`src/rtl/logic_bist_ctrl_pkg.sv`:
```
// logic_bist_ctrl_pkg: shared state encodings, defaults and golden tables for the BIST sequencer
package logic_bist_ctrl_pkg;

   typedef enum logic [1:0] {
      ST_IDLE  = 2'd0,
      ST_WAIT  = 2'd1,
      ST_CHECK = 2'd2,
      ST_DONE  = 2'd3
   } state_t;

   localparam int N_IN_DEF   = 3;
   localparam int SETTLE_DEF = 2;

   // existing 3-input network: output low only when A=B=C=1
   localparam logic [7:0] GOLDEN_NAND_MIX = 8'h7F;

endpackage

```
`src/rtl/logic_bist_ctrl_settle_timer.sv`:
```
// bist_settle_timer: loadable down-counter whose expiry marks the end of the settle interval
module bist_settle_timer #(
   parameter int W = 4
) (
   input  logic         clk,
   input  logic         rst_n,
   input  logic         i_load,
   input  logic [W-1:0] i_load_val,
   input  logic         i_en,
   output logic         o_expire
);

   logic [W-1:0] r_cnt;

   assign o_expire = i_en && (r_cnt == '0);

   // reload on request, otherwise count down to zero while enabled
   always_ff @(posedge clk or negedge rst_n) begin
      if (!rst_n)
         r_cnt <= '0;
      else if (i_load)
         r_cnt <= i_load_val;
      else if (i_en && r_cnt != '0)
         r_cnt <= r_cnt - 1'b1;
   end

endmodule

```
`src/rtl/logic_bist_ctrl.sv`:
```
// logic_bist_ctrl: walks every input vector through a gate network and checks it against a truth table
module logic_bist_ctrl
   import logic_bist_ctrl_pkg::*;
#(
   parameter int N_IN   = N_IN_DEF,
   parameter int SETTLE = SETTLE_DEF
) (
   input  logic                 clk,
   input  logic                 rst_n,
   input  logic                 start,
   input  logic [2**N_IN-1:0]   golden,
   input  logic                 dut_out,
   output logic [N_IN-1:0]      vec_out,
   output logic                 busy,
   output logic                 done,
   output logic                 pass,
   output logic [N_IN:0]        err_cnt,
   output logic                 fail_valid,
   output logic [N_IN-1:0]      fail_vec
);

   state_t              r_state, w_state_nxt;
   logic [2**N_IN-1:0]  r_golden;
   logic [N_IN-1:0]     r_vec, r_fail_vec;
   logic [N_IN:0]       r_err, w_err_nxt;
   logic                r_busy, r_done, r_pass, r_fail_valid;
   logic                w_accept, w_check, w_last, w_mismatch, w_expire;

   assign w_accept   = start && (r_state == ST_IDLE || r_state == ST_DONE);
   assign w_check    = (r_state == ST_CHECK);
   assign w_last     = (r_vec == '1);
   assign w_mismatch = w_check && (dut_out != r_golden[r_vec]);
   assign w_err_nxt  = r_err + {{N_IN{1'b0}}, w_mismatch};

   // settle countdown restarts whenever a new vector is put on the network
   bist_settle_timer #(.W(4)) u_timer (
      .clk        (clk),
      .rst_n      (rst_n),
      .i_load     (w_accept || (w_check && !w_last)),
      .i_load_val (4'(SETTLE - 1)),
      .i_en       (r_state == ST_WAIT),
      .o_expire   (w_expire)
   );

   // state register
   always_ff @(posedge clk or negedge rst_n) begin
      if (!rst_n)
         r_state <= ST_IDLE;
      else
         r_state <= w_state_nxt;
   end

   // next-state decode
   always_comb begin
      w_state_nxt = r_state;
      case (r_state)
         ST_IDLE:  w_state_nxt = start ? ST_WAIT : ST_IDLE;
         ST_WAIT:  w_state_nxt = w_expire ? ST_CHECK : ST_WAIT;
         ST_CHECK: w_state_nxt = w_last ? ST_DONE : ST_WAIT;
         ST_DONE:  w_state_nxt = start ? ST_WAIT : ST_DONE;
         default:  w_state_nxt = ST_IDLE;
      endcase
   end

   // vector, golden latch and result bookkeeping
   always_ff @(posedge clk or negedge rst_n) begin
      if (!rst_n) begin
         r_golden     <= '0;
         r_vec        <= '0;
         r_busy       <= 1'b0;
         r_done       <= 1'b0;
         r_pass       <= 1'b0;
         r_err        <= '0;
         r_fail_valid <= 1'b0;
         r_fail_vec   <= '0;
      end else if (w_accept) begin
         r_golden     <= golden;
         r_vec        <= '0;
         r_busy       <= 1'b1;
         r_done       <= 1'b0;
         r_pass       <= 1'b0;
         r_err        <= '0;
         r_fail_valid <= 1'b0;
         r_fail_vec   <= '0;
      end else if (w_check) begin
         r_err <= w_err_nxt;
         if (w_mismatch && !r_fail_valid) begin
            r_fail_vec   <= r_vec;
            r_fail_valid <= 1'b1;
         end
         if (w_last) begin
            r_busy <= 1'b0;
            r_done <= 1'b1;
            r_pass <= (w_err_nxt == '0);
         end else
            r_vec <= r_vec + 1'b1;
      end
   end

   assign vec_out    = r_vec;
   assign busy       = r_busy;
   assign done       = r_done;
   assign pass       = r_pass;
   assign err_cnt    = r_err;
   assign fail_valid = r_fail_valid;
   assign fail_vec   = r_fail_vec;

endmodule

```
`config.mk`:
```
export PLATFORM = sky130hd
export DESIGN_NAME = logic_bist_ctrl
export DESIGN_NICKNAME = d
export VERILOG_FILES = /design/src/rtl/logic_bist_ctrl_pkg.sv /design/src/rtl/logic_bist_ctrl_settle_timer.sv /design/src/rtl/logic_bist_ctrl.sv
export SDC_FILE = /design/constraint.sdc
export NUM_CORES = 1
export LEC_CHECK = 0
export ABC_CLOCK_PERIOD_IN_PS = 6400
export BUFFER_PORTS_ARGS = -buffer_cell sky130_fd_sc_hd__buf_2
export CORE_UTILIZATION = 42
export DETAILED_ROUTE_END_ITERATION = 6
export GPL_TIMING_DRIVEN = 0
export HOLD_SLACK_MARGIN = 0.12
export SKIP_LAST_GASP = 1
export SLEW_MARGIN = 20
export SYNTH_ARGS = -nofsm -noshare
export SYNTH_HDL_FRONTEND = slang
export SYNTH_HIERARCHICAL = 1
export SYNTH_SLANG_ARGS = --single-unit
```
`constraint.sdc`:
```
create_clock -name clk -period 6.4 [get_ports clk]
set_input_delay 0.64 -clock clk [delete_from_list [all_inputs] [get_ports clk]]
set_output_delay 0.64 -clock clk [all_outputs]
set_load 0.02 [all_outputs]
```
-- Yosys cells after proc, flatten, opt, wreduce, memory -nomap -nowiden
Index checks and enable logic that the tools add are counted.
- add/sub/neg operators: 3
- magnitude comparators: 1
- equal/unequal tests: 6
- mux-type cells: 29
- reduce and logical (&&, ||, !) cells: 21
- operators with widths (kind ; count):
    $mux 3 ; 6
    $mux 4 ; 4
    $mux 1 ; 14
    $logic_not 4->1 ; 2
    $pmux 2 s4 ; 1
    $reduce_bool 2->1 ; 4
    $logic_and 1x1->1 ; 6
    $mux 2 ; 3
    $reduce_and 2->1 ; 3
    $add 4x1->4 ; 1
    $eq 2x2->1 const B ; 2
    $lt 3x4->1 const B ; 1
    $reduce_bool 4->1 ; 1
    $sub 4x1->4 const B ; 1
    $add 3x1->3 const B ; 1
    $bmux 1 s3 ; 1
    $eq 3x3->1 const B ; 1
    $eq 2x1->1 const B ; 1
    $logic_not 1->1 ; 2
    $logic_not 2->1 ; 1
    $logic_or 1x1->1 ; 2
    $ne 2x2->1 const B ; 1
    $ne 1x1->1 ; 1
- flip-flop bits (word level): 28
- output and inout bits: 14
- logic and storage cells: 70

-- Logic depth before layout (Yosys ltp)
Gate-level depths: netlist of run 1.
- depth in word-level cells: 9
- mapped depth: 11

-- Modules after synthesis
The synthesis of run 1 kept the hierarchy.
- modules (own cells, without submodules) (module ; instances ; cells an instance ; area an instance (um2) ; sequential area each (um2)):
    logic_bist_ctrl ; 1 ; 131 ; 1241.2 ; 600.6
    bist_settle_timer ; 1 ; 28 ; 250.2 ; 100.1

-- Worst setup path after synthesis of run 1
Ideal clock, no wire load.
- path kind: reg2reg
- from: register r_vec[0], in the netlist vec_out[0]
- to: register r_pass, in the netlist pass
- arrival time: 2.602 ns
- required time: 6.322 ns
- path slack: 3.720 ns
- stages on the path, launching flop included: 12
- path buffers: 1
- clock period less this slack: 2.680 ns
- path through: dfrtp_1 -> buf_6 -> mux2i_1 -> mux4_2 -> xor2_1 -> nor2b_1 -> ha_1 -> ha_1 -> nor3_1 -> a41oi_1 -> or4_1 -> a21oi_1
- word-level cells in the longest chain between the ends: 9
- RTL lines (item ; RTL line ; RTL):
    start: declaration ; logic_bist_ctrl.sv:24 ; logic [N_IN-1:0] r_vec, r_fail_vec;
    start signal: assignment ; logic_bist_ctrl.sv:96 ; r_vec <= r_vec + 1'b1;
    $bmux 1 s3 ; logic_bist_ctrl.sv:32 ; assign w_mismatch = w_check && (dut_out != r_golden[r_vec]);
    $mux 1 (implied by the code) ; logic_bist_ctrl.sv:32 ;
    $ne 1x1->1 ; logic_bist_ctrl.sv:32 ;
    $logic_and 1x1->1 ; logic_bist_ctrl.sv:32 ;
    $add 4x1->4 ; logic_bist_ctrl.sv:33 ; assign w_err_nxt = r_err + {{N_IN{1'b0}}, w_mismatch};
    $logic_not 4->1 ; logic_bist_ctrl.sv:94 ; r_pass <= (w_err_nxt == '0);
    $mux 1 ; logic_bist_ctrl.sv:91 ; if (w_last) begin
    $mux 1 ; logic_bist_ctrl.sv:85 ; end else if (w_check) begin
    $mux 1 ; logic_bist_ctrl.sv:76 ; end else if (w_accept) begin
    end signal: assignment ; logic_bist_ctrl.sv:94 ;
    end: declaration ; logic_bist_ctrl.sv:26 ; logic r_busy, r_done, r_pass, r_fail_valid;
Several ways; a longest one is shown, not always the timed one. The select of a mux whose other input is x is not followed.
A chain may end at the register's enable or synchronous reset.

-- Worst setup path in the final report of run 1
Same ends and word-level chain as after synthesis.

==> impl_metrics.tcl, run 1 <==
set metrics [dict create \
    drtIter0Drc 35 \
    cts_tree "yes" \
    syn_area_per_cell_sq_um 9.38 \
    post-place-cells 232 \
    final_layout_size_suffix_gt1_share_pct 17.9 \
    crit_path_start_kind "flip-flop" \
    finalNonFillerCells 236 \
    critPathKind "reg2reg" \
    post-route-period-util_pct 43.6 \
    setup_violations 0 \
    p_leak_nw 0.867 \
    design.core.area_sq_mm 0.00336 \
    worstSetupStartpoint "vec_out[0]" \
    power_frac_clock_pct 21.0 \
    finalWorstSetupSlack_ns 3.61 \
    hold_buffers 0 \
    post_cts_buffers 0 \
    r2r-start "vec_out[0]" \
    hold_path.class "in2async" \
    syn_to_final_growth_pct 16.3 \
    mostFrequentLayoutCells "nand2_1, dfrtp_1, buf_2" \
    wl_per_cell_um 11.9 \
    synth_seq_cells 28 \
    clk_latency_ns 0.33 \
    yosys_warnings 6 \
    power_density_mw_per_mm2 316 \
    final_area_sq_mm 0.00173 \
    rsz0062_at_grt "no" \
    fill_cells 351 \
    grt_usage_pct 16.1 \
    final_common_cell "nand2_1" \
    grt_pass1_wl_mm 4.38 \
    drc_errors 0 \
    cts.path.max_buffers 2 \
    clock_sinks 28 \
    postPlaceCellArea_sq_mm 0.00168 \
    worstPathArrival_ns 3.06 \
    antenna_left 0 \
    finClkSkew_ns 0.00617 \
    drt_pass1_iterations 4 \
    seqPwrFrac_pct 46.1 \
    postSynthCellCount 159 \
    p_sw_mw 0.187 \
    max-slew-margin-rel_pct 57.9 \
    h-tree-depth 1 \
    peakVddDrop_mv 0.188 \
    port_buffers 25 \
    dpl.hpwl_mm 2.06 \
    endpoint_kind "flip-flop" \
    place_ws_ns 3.63 \
    busiest_layer "met2" \
    p_comb_share_pct 32.9 \
    synth_seq_area_share_pct 47.0 \
    grt-ovfl-total 0 \
    num_rows 21 \
    cellInternalPower_mw 0.360 \
    grt_use_met3_pct 1.89 \
    slowest_stage "mux4_2" \
    cp_slowest_stage_delay_ns 0.53 \
    synth_cell_types 33 \
    chipWidth_um 61.6 \
    n_antenna_cell 0 \
    grt_max_degree 29 \
    grt.met2_usage_pct 26.6 \
    place_congestion 0.763 \
    root_buffer "clkbuf_4" \
    worstPathRequired_ns 6.67 \
    fp.dieH_um 61.6 \
    grt_util_met1_pct 20.7 \
    syn_area_sq_mm 0.00149 \
    dieArea_sq_mm 0.00379 \
    start_util_pct 44.3 \
    via_per_inst 4.92 \
    antenna_found_initial 0 \
    whs_ns 0.310 \
    worstMarginPinSlew_ns 0.631 \
    worst-path-buf-inv 1 \
    cts_resized 0 \
    crit_family "simple AND/OR/NAND/NOR gates" \
    fin_nets 212 \
    cp_common_cell "ha_1" \
    slew_viol_final 0 \
    cts_buffers 3 \
    vias 1162 \
    grt_pass1_vias 996 \
    min_period_ns 2.79 \
    crit_chain "buf_6 -> mux2i_1 -> mux4_2 -> xor2_1 -> nor2b_1 -> ha_1 -> ha_1 -> nor3_1 -> a41oi_1 -> or4_1 -> a21oi_1" \
    ios 26 \
    ff2ff_setup_slack_ns 3.61 \
    p_total_mw 0.547 \
    fmax_mhz 358 \
    routed_wl_mm 2.80 \
    fin_tns_setup_ns 0 \
    status "complete, no violations" \
    clk_pin_slew_worst_paths_ns 0.15 \
    path_max_fanout 6 \
    fin_util_pct 51.6 \
    drv_cap 0 \
    hold_violations 0 \
    swShare_pct 34.3 \
]
==> registers in the layout, summed over array words and instances (netlist names) <==
signal and cells:
busy 1, done 1, err_cnt 4, fail_valid 1
fail_vec 3, pass 1, r_golden 8, r_state 2
u_timer/r_cnt 4, vec_out 3
==> layout make-up <==
| class | instances | area (sq um) | share of cell area (%) |
|---|---|---|---|
| Timing Repair Buffer | 25 | 125 | 7.22 |
| Clock inverter | 1 | 30.0 | 1.73 |
| Sequential cell | 28 | 701 | 40.4 |
| Tap cell | 46 | 57.6 | 3.32 |
| Inverter | 6 | 22.5 | 1.30 |
| Multi-Input combinational cell | 121 | 746 | 43.0 |
| Buffer | 6 | 30.0 | 1.73 |
| Clock buffer | 3 | 22.5 | 1.30 |
==> worst paths after layout <==
kind	to	cells after the start
max in group asynchronous	r_golden[7]	1
max reg2reg	pass	11
min in group clk	r_golden[0]	3
min	err_cnt[2]	1
max	pass	11
min reg2reg	r_golden[1]	2
==> layer usage <==
layer	routed length, um	part of all wire [%]	vias to the layer above
li1	-	-	588
met1	1330	48	553
met2	1360	49	17
met3	66	2.4	4
met4	37	1.3	0
met5	0	0	-
==> power by group through the flow <==
stage,clock [mW],combinational (mW),sequential (mW)
global route,0.127,0.211,0.257
detailed placement,0,0.180,0.255
floorplan,0,0.139,0.250
finish,0.115,0.180,0.252
global placement,0,0.174,0.254
CTS,0.121,0.183,0.252
==> cell families after synthesis <==
| logic type | synth area share, % |
|---|---|
| flops | 47.0 |
| fa+ha+maj | 7.55 |
| compound gates | 6.54 |
| simple gates | 24.0 |
| mux | 8.56 |
| other cells | 0.504 |
| xor+xnor | 2.35 |
| buf+inv | 3.52 |
==> Yosys cell counts <==
master	number	area, sq um
a41oi_1	1	8.76
nor3_1	4	20.0
nor2b_1	5	31.3
mux2_4	1	15.0
nand2b_1	2	12.5
mux2i_1	9	90.1
o21ai_1	1	5.00
nand2_1	47	176
nor3b_1	3	22.5
a31oi_1	1	6.26
buf_1	1	3.75
and4b_1	1	10.0
conb_1	2	7.51
nand3b_1	1	7.51
nor4b_2	1	15.0
dfrtp_1	28	701
xnor2_1	1	8.76
nand4_1	1	6.26
nor2_1	8	30.0
o21ai_0	3	15.0
ha_1	9	113
or4_1	2	15.0
or3_1	1	6.26
clkbuf_1	4	15.0
mux4_2	1	22.5
buf_6	1	11.3
inv_1	6	22.5
o211ai_1	1	7.51
a21bo_2	1	10.0
xor2_1	3	26.3
a221o_1	1	10.0
nand3_1	1	5.00
a21oi_1	7	35.0
==> worst reg2reg max path: cells and delay by family, from the launching register on <==
family | cells | cell delay (ns)
and+or+nand+nor | 3 | 0.68
muxes | 2 | 0.64
adders and majority gates | 2 | 0.45
DFF | 1 | 0.44
xor gates and xnor gates | 1 | 0.19
AOI/OAI and AO/OA | 2 | 0.19
buffers and inverters | 1 | 0.15
Power figures use the tool's default switching activity.
==> run 2: changes to the inputs <==
Settings changed: ABC_AREA from default to 1, ABC_CLOCK_PERIOD_IN_PS 6400 to 2500.
Clock period 6.4 ns to 2.5 ns, I/O delays scaled along.
==> impl_metrics.tcl, run 2 <==
set metrics [dict create \
    mostFrequentLayoutCells "nand2_1, dfrtp_1, buf_2" \
    final_common_cell "nand2_1" \
    whs_ns 0.190 \
    fin_tns_setup_ns 0 \
    yosys_warnings 6 \
    syn_to_final_growth_pct 21.7 \
    fp.dieH_um 62.5 \
    post-place-cells 257 \
    crit_path_start_kind "flip-flop" \
    cp_num_cells 10 \
    drtIter0Drc 40 \
    drc_errors 0 \
    rsz0062_at_grt "no" \
    h-tree-depth 1 \
    dieArea_sq_mm 0.00390 \
    place_congestion 0.730 \
    syn_area_sq_mm 0.00154 \
    slowest_stage "dfrtp_1" \
    post-route-period-util_pct 85.8 \
    p_total_mw 1.70 \
    grt_max_degree 29 \
    place_ws_ns 0.344 \
    grt_pass1_vias 1273 \
    largest_register_ffs 8 \
    final_layout_size_suffix_gt1_share_pct 25.0 \
    grt_use_met3_pct 2.19 \
    regArea_sq_um 701 \
    port_buffers 25 \
    cp_slowest_stage_delay_ns 0.41 \
    clk_latency_ns 0.34 \
    cp_common_cell "inv_2" \
    design.core.area_sq_mm 0.00342 \
    endpoint_kind "flip-flop" \
    synth_top_area_share_pct 45.6 \
    drt_pass1_iterations 4 \
    critPathKind "reg2reg" \
    grt.met2_usage_pct 29.2 \
    chipWidth_um 62.5 \
    slew_viol_final 0 \
    synth_cell_types 28 \
    antenna_left 0 \
    grt_pass1_wl_mm 5.52 \
    drv_cap 0 \
    syn_area_per_cell_sq_um 8.35 \
    synth_top_area_cell "dfrtp_1" \
    multi_input_area_sq_um 706 \
    synth.most_common_cell "nand2_1" \
    synth_seq_area_share_pct 45.6 \
    routed_wl_mm 2.96 \
    wl_per_cell_um 11.0 \
    synth_flop_cell "dfrtp_1" \
    fill_cells 339 \
    synthTopCellsByArea "dfrtp_1, nand2_1, ha_1, nand3_1, o21ai_1" \
    root_buffer "clkbuf_4" \
    num_rows 21 \
    max-slew-margin-rel_pct 56.6 \
    worst-path-buf-inv 4 \
    worstMarginPinSlew_ns 0.646 \
    ios 26 \
    hold_violations 0 \
    reg2regPathDepth 10 \
    hold_path.class "in2reg" \
    crit_family "buffers and inverters" \
    finalWorstSetupSlack_ns 0.354 \
    status "complete, no violations" \
    cts.path.max_buffers 2 \
    r2r-start "r_state[0]" \
    finClkSkew_ns 0.00798 \
    dpl.hpwl_mm 2.25 \
    start_util_pct 45.0 \
    cts_buffers 3 \
    grt_usage_pct 17.6 \
    cts_tree "yes" \
    hp-start "start" \
    crit_chain "inv_1 -> ha_1 -> nor2_1 -> buf_2 -> inv_2 -> o21ai_1 -> inv_2 -> or2_0 -> nand3_1 -> nand2_1" \
    max_flop_register "r_golden" \
    path_max_fanout 10 \
    worstSetupStartpoint "r_state[0]" \
    whs_path_depth 3 \
    finalNonFillerCells 270 \
    synth-edff-count 0 \
    via_per_inst 4.73 \
    min_period_ns 2.15 \
    ys_top_cells_by_count "nand2_1, dfrtp_1, nand3_1, o21ai_1, inv_1" \
    grt_util_met1_pct 23.5 \
    fmax_mhz 466 \
    p_leak_nw 0.984 \
    async_reset_ff_share_pct 100 \
    synth_seq_cells 28 \
    clock_sinks 28 \
    power_density_mw_per_mm2 910 \
    antenna_found_initial 0 \
    postSynthCellCount 184 \
    clk_pin_slew_worst_paths_ns 0.15 \
    peakVddDrop_mv 0.379 \
    worstPathArrival_ns 2.39 \
    busiest_layer "met2" \
    setup_violations 0 \
    vias 1276 \
    worstPathRequired_ns 2.74 \
    fin_nets 246 \
    n_antenna_cell 0 \
    grt-ovfl-total 0 \
]
[run 2: cell count changes after synthesis, moves of 5 or more]
cell and delta:
inv_1 +10, inv_2 +10, mux2i_1 -9, nand2_1 -6, nand3_1 +18, nor2b_1 -5
o21ai_1 +16
[run 2: layout make-up]
class                      count  area share, %
timing repair buffer          34           11.5
clock buffer                   3           1.20
tap                           46           3.08
multi-input combinational    126           37.8
buffer                         3          0.736
inverter                      29           6.63
sequential                    28           37.5
clock inverter                 1           1.61
[run 2: worst register-to-register path, cell delays in order (launching register included)]
cell and delay (ns):
dfrtp_1 0.41, inv_1 0.07, ha_1 0.28, nor2_1 0.12, buf_2 0.23, inv_2 0.07
o21ai_1 0.36, inv_2 0.15, or2_0 0.23, nand3_1 0.08, nand2_1 0.05
[run 2: per-layer routing]
layer	part of all wire (%)	wire length (um)	up-vias
met5	0	0	-
met4	1.6	46	0
met3	2.1	63	5
met2	50	1470	17
met1	47	1380	583
li1	-	-	671
[run 2: cells by family (layout without fill, tap and decap cells)]
logic type	after synthesis	count (layout)	share of synthesized area [%]
AND/OR/NAND/NOR	85	85	27.4
other	2	4	0.489
flip-flops	28	28	45.6
adder cells (fa/ha/maj)	9	9	7.33
buffers and inverters	32	70	8.96
AO/OA/AOI/OAI	26	26	9.12
XOR/XNOR	2	2	1.14
[run 2: metrics by stage]
step | cell area (sq um) | util, %
4_1_cts | 1850 | 54.1
3_5_place_dp | 1730 | 50.5
5_1_grt | 1870 | 54.7
3_3_place_gp | 1730 | 50.5
2_1_floorplan | 1540 | -
6_report | 1870 | 54.7
[run 2: timing repair]
action | in CTS | in global routing
gates resized for setup | 0 | 0
endpoints found under the setup margin | 0 | 0
hold buffers | 7 | 2
setup buffers | 0 | 0
endpoints found under the hold margin | 34 | 2
[run 2: where the power goes]
part	internal, mW	switching [mW]	total (mW)	leakage (nW)
sequential	0.574	0.0789	0.653	0.362
clock	0.162	0.139	0.301	0.0279
combinational	0.288	0.460	0.748	0.594
[run 2: final timing paths]
check                                   end  slack [ns]
setup / recovery           u_timer/r_cnt[3]        0.35
hold / removal                   r_state[0]        0.19
setup reg to reg           u_timer/r_cnt[3]        0.35
hold reg to reg                        busy        0.51
max in group asynchronous  u_timer/r_cnt[2]        1.65
min in group asynchronous       fail_vec[1]        0.44
==> run 3: changes to the inputs <==
Settings changed: BUFFER_PORTS_ARGS -buffer_cell sky130_fd_sc_hd__buf_2 to -buffer_cell sky130_fd_sc_hd__buf_4.
==> impl_metrics.tcl, run 3 (synthesis gave the netlist of run 2 again) <==
set metrics [dict create \
    fmax_mhz 462 \
    clk_pin_slew_worst_paths_ns 0.15 \
    antenna_found_initial 0 \
    p_leak_nw 0.987 \
    routed_wl_mm 3.02 \
    min_period_ns 2.16 \
    largest_register_ffs 8 \
    grt_max_degree 29 \
    drt_pass1_iterations 4 \
    highest_layer "met4" \
    clk_latency_ns 0.34 \
    fp.dieH_um 62.5 \
    ios 26 \
    design.core.area_sq_mm 0.00342 \
    fin_util_pct 56.1 \
    path_max_fanout 10 \
    place_congestion 0.748 \
    postPlaceCellArea_sq_mm 0.00179 \
    power_frac_clock_pct 13.8 \
    start_util_pct 45.0 \
    fin_tns_setup_ns 0 \
    swShare_pct 41.4 \
    setup_violations 0 \
    wl_met2_mm 1.45 \
    dieArea_sq_mm 0.00390 \
    p_sw_mw 0.681 \
    num_rows 21 \
    hold_path.class "in2reg" \
    peakVddDrop_mv 0.359 \
    critPathKind "reg2reg" \
    worstPathArrival_ns 2.40 \
    endpoint_kind "flip-flop" \
    crit_path_start_kind "flip-flop" \
    h-tree-depth 1 \
    status "complete, no violations" \
    dpl.hpwl_mm 2.26 \
    whs_ns 0.197 \
    port_buffers 25 \
    antenna_left 0 \
    slew_viol_final 0 \
    cts.path.max_buffers 2 \
    rsz0062_at_grt "no" \
    drv_cap 0 \
    max_flop_register "r_golden" \
    mostFrequentLayoutCells "nand2_1, dfrtp_1, buf_4" \
    via_per_inst 4.70 \
    max-slew-margin-rel_pct 55.0 \
    vias 1268 \
    seqPwrFrac_pct 39.5 \
    fill_cells 355 \
    grt_pass1_vias 1208 \
    drc_errors 0 \
    clock_sinks 28 \
    final_common_cell "nand2_1" \
    grt-ovfl-total 0 \
    worstPathRequired_ns 2.74 \
    chipWidth_um 62.5 \
    dr_wl_met3_um 61 \
    grt_usage_pct 16.9 \
    hold_violations 0 \
    worstMarginPinSlew_ns 0.670 \
    syn_to_final_growth_pct 24.7 \
    cts_buffers 3 \
    power_density_mw_per_mm2 859 \
    post-route-period-util_pct 86.5 \
    p_total_mw 1.64 \
    cellInternalPower_mw 0.963 \
    final_layout_size_suffix_gt1_share_pct 25.0 \
    grt_pass1_wl_mm 5.26 \
    final_area_sq_mm 0.00192 \
    drtIter0Drc 66 \
    cts_tree "yes" \
    p_comb_share_pct 46.7 \
    fin_nets 246 \
    root_buffer "clkbuf_4" \
    cts_resized 0 \
    n_antenna_cell 0 \
    drt-met1-wl_mm 1.48 \
    wl_per_cell_um 11.2 \
    finClkSkew_ns 0.0123 \
]
==> run 3: path summary, 6_finish.rpt <==
kind,startpoint,endpoint,depth (start not counted),slack [ns]
min,start,r_state[0],3,0.20
max reg2reg,r_state[0],u_timer/r_cnt[3],10,0.34
max,r_state[0],u_timer/r_cnt[3],10,0.34
max in group asynchronous,rst_n,u_timer/r_cnt[3],2,1.88
min in group asynchronous,rst_n,fail_vec[0],2,0.35
min reg2reg,done,done,2,0.52
==> run 3: final cells by class <==
type                            count  area [sq um]  area share (%)
Timing Repair Buffer               34           278            14.5
Tap cell                           46          57.6            3.00
Inverter                           29           124            6.47
Buffer                              3          13.8           0.718
Multi-Input combinational cell    126           706            36.8
Sequential cell                    28           701            36.6
Clock buffer                        4          36.3            1.89
==> run 3: worst max-delay path: stages, from the launching register on <==
cell and delay (ns):
dfrtp_1 0.40, inv_1 0.07, ha_1 0.28, nor2_1 0.12
buf_2 0.24, inv_2 0.08, o21ai_1 0.37, inv_2 0.15
or2_0 0.24, nand3_1 0.08, nand2_1 0.05
==> run 3: metal layers <==
layer	vias to the layer above	GRT usage, %
li1	670	-
met1	578	22.5
met2	16	28.4
met3	4	2.19
met4	0	5.23
met5	-	0
==> run 3: power by group through the flow <==
| stage | clock (mW) | sequential (mW) | combinational (mW) |
|---|---|---|---|
| after CTS | 0.237 | 0.651 | 0.778 |
| after floorplan | 0 | 0.659 | 0.586 |
| after global routing | 0.259 | 0.669 | 0.888 |
| after detailed placement | 0 | 0.662 | 0.764 |
| final | 0.227 | 0.649 | 0.768 |
| after global placement | 0 | 0.657 | 0.736 |
==> run 3: repair_timing <==
| action | 4_1_cts | 5_1_grt |
|---|---|---|
| endpoints found under the hold margin | 35 | 1 |
| hold buffers | 8 | 1 |
| endpoints found under the setup margin | 0 | 0 |
| buffers inserted | 0 | 0 |
==> run 3: metrics by stage <==
| step | std cells | setup WS, ns |
|---|---|---|
| 6_report | 270 | 0.337 |
| 5_1_grt | 270 | 0.0737 |
| 4_1_cts | 269 | 0.330 |
| 3_5_place_dp | 257 | 0.363 |
| 3_3_place_gp | 257 | 0.389 |
| 2_1_floorplan | 186 | 0.475 |
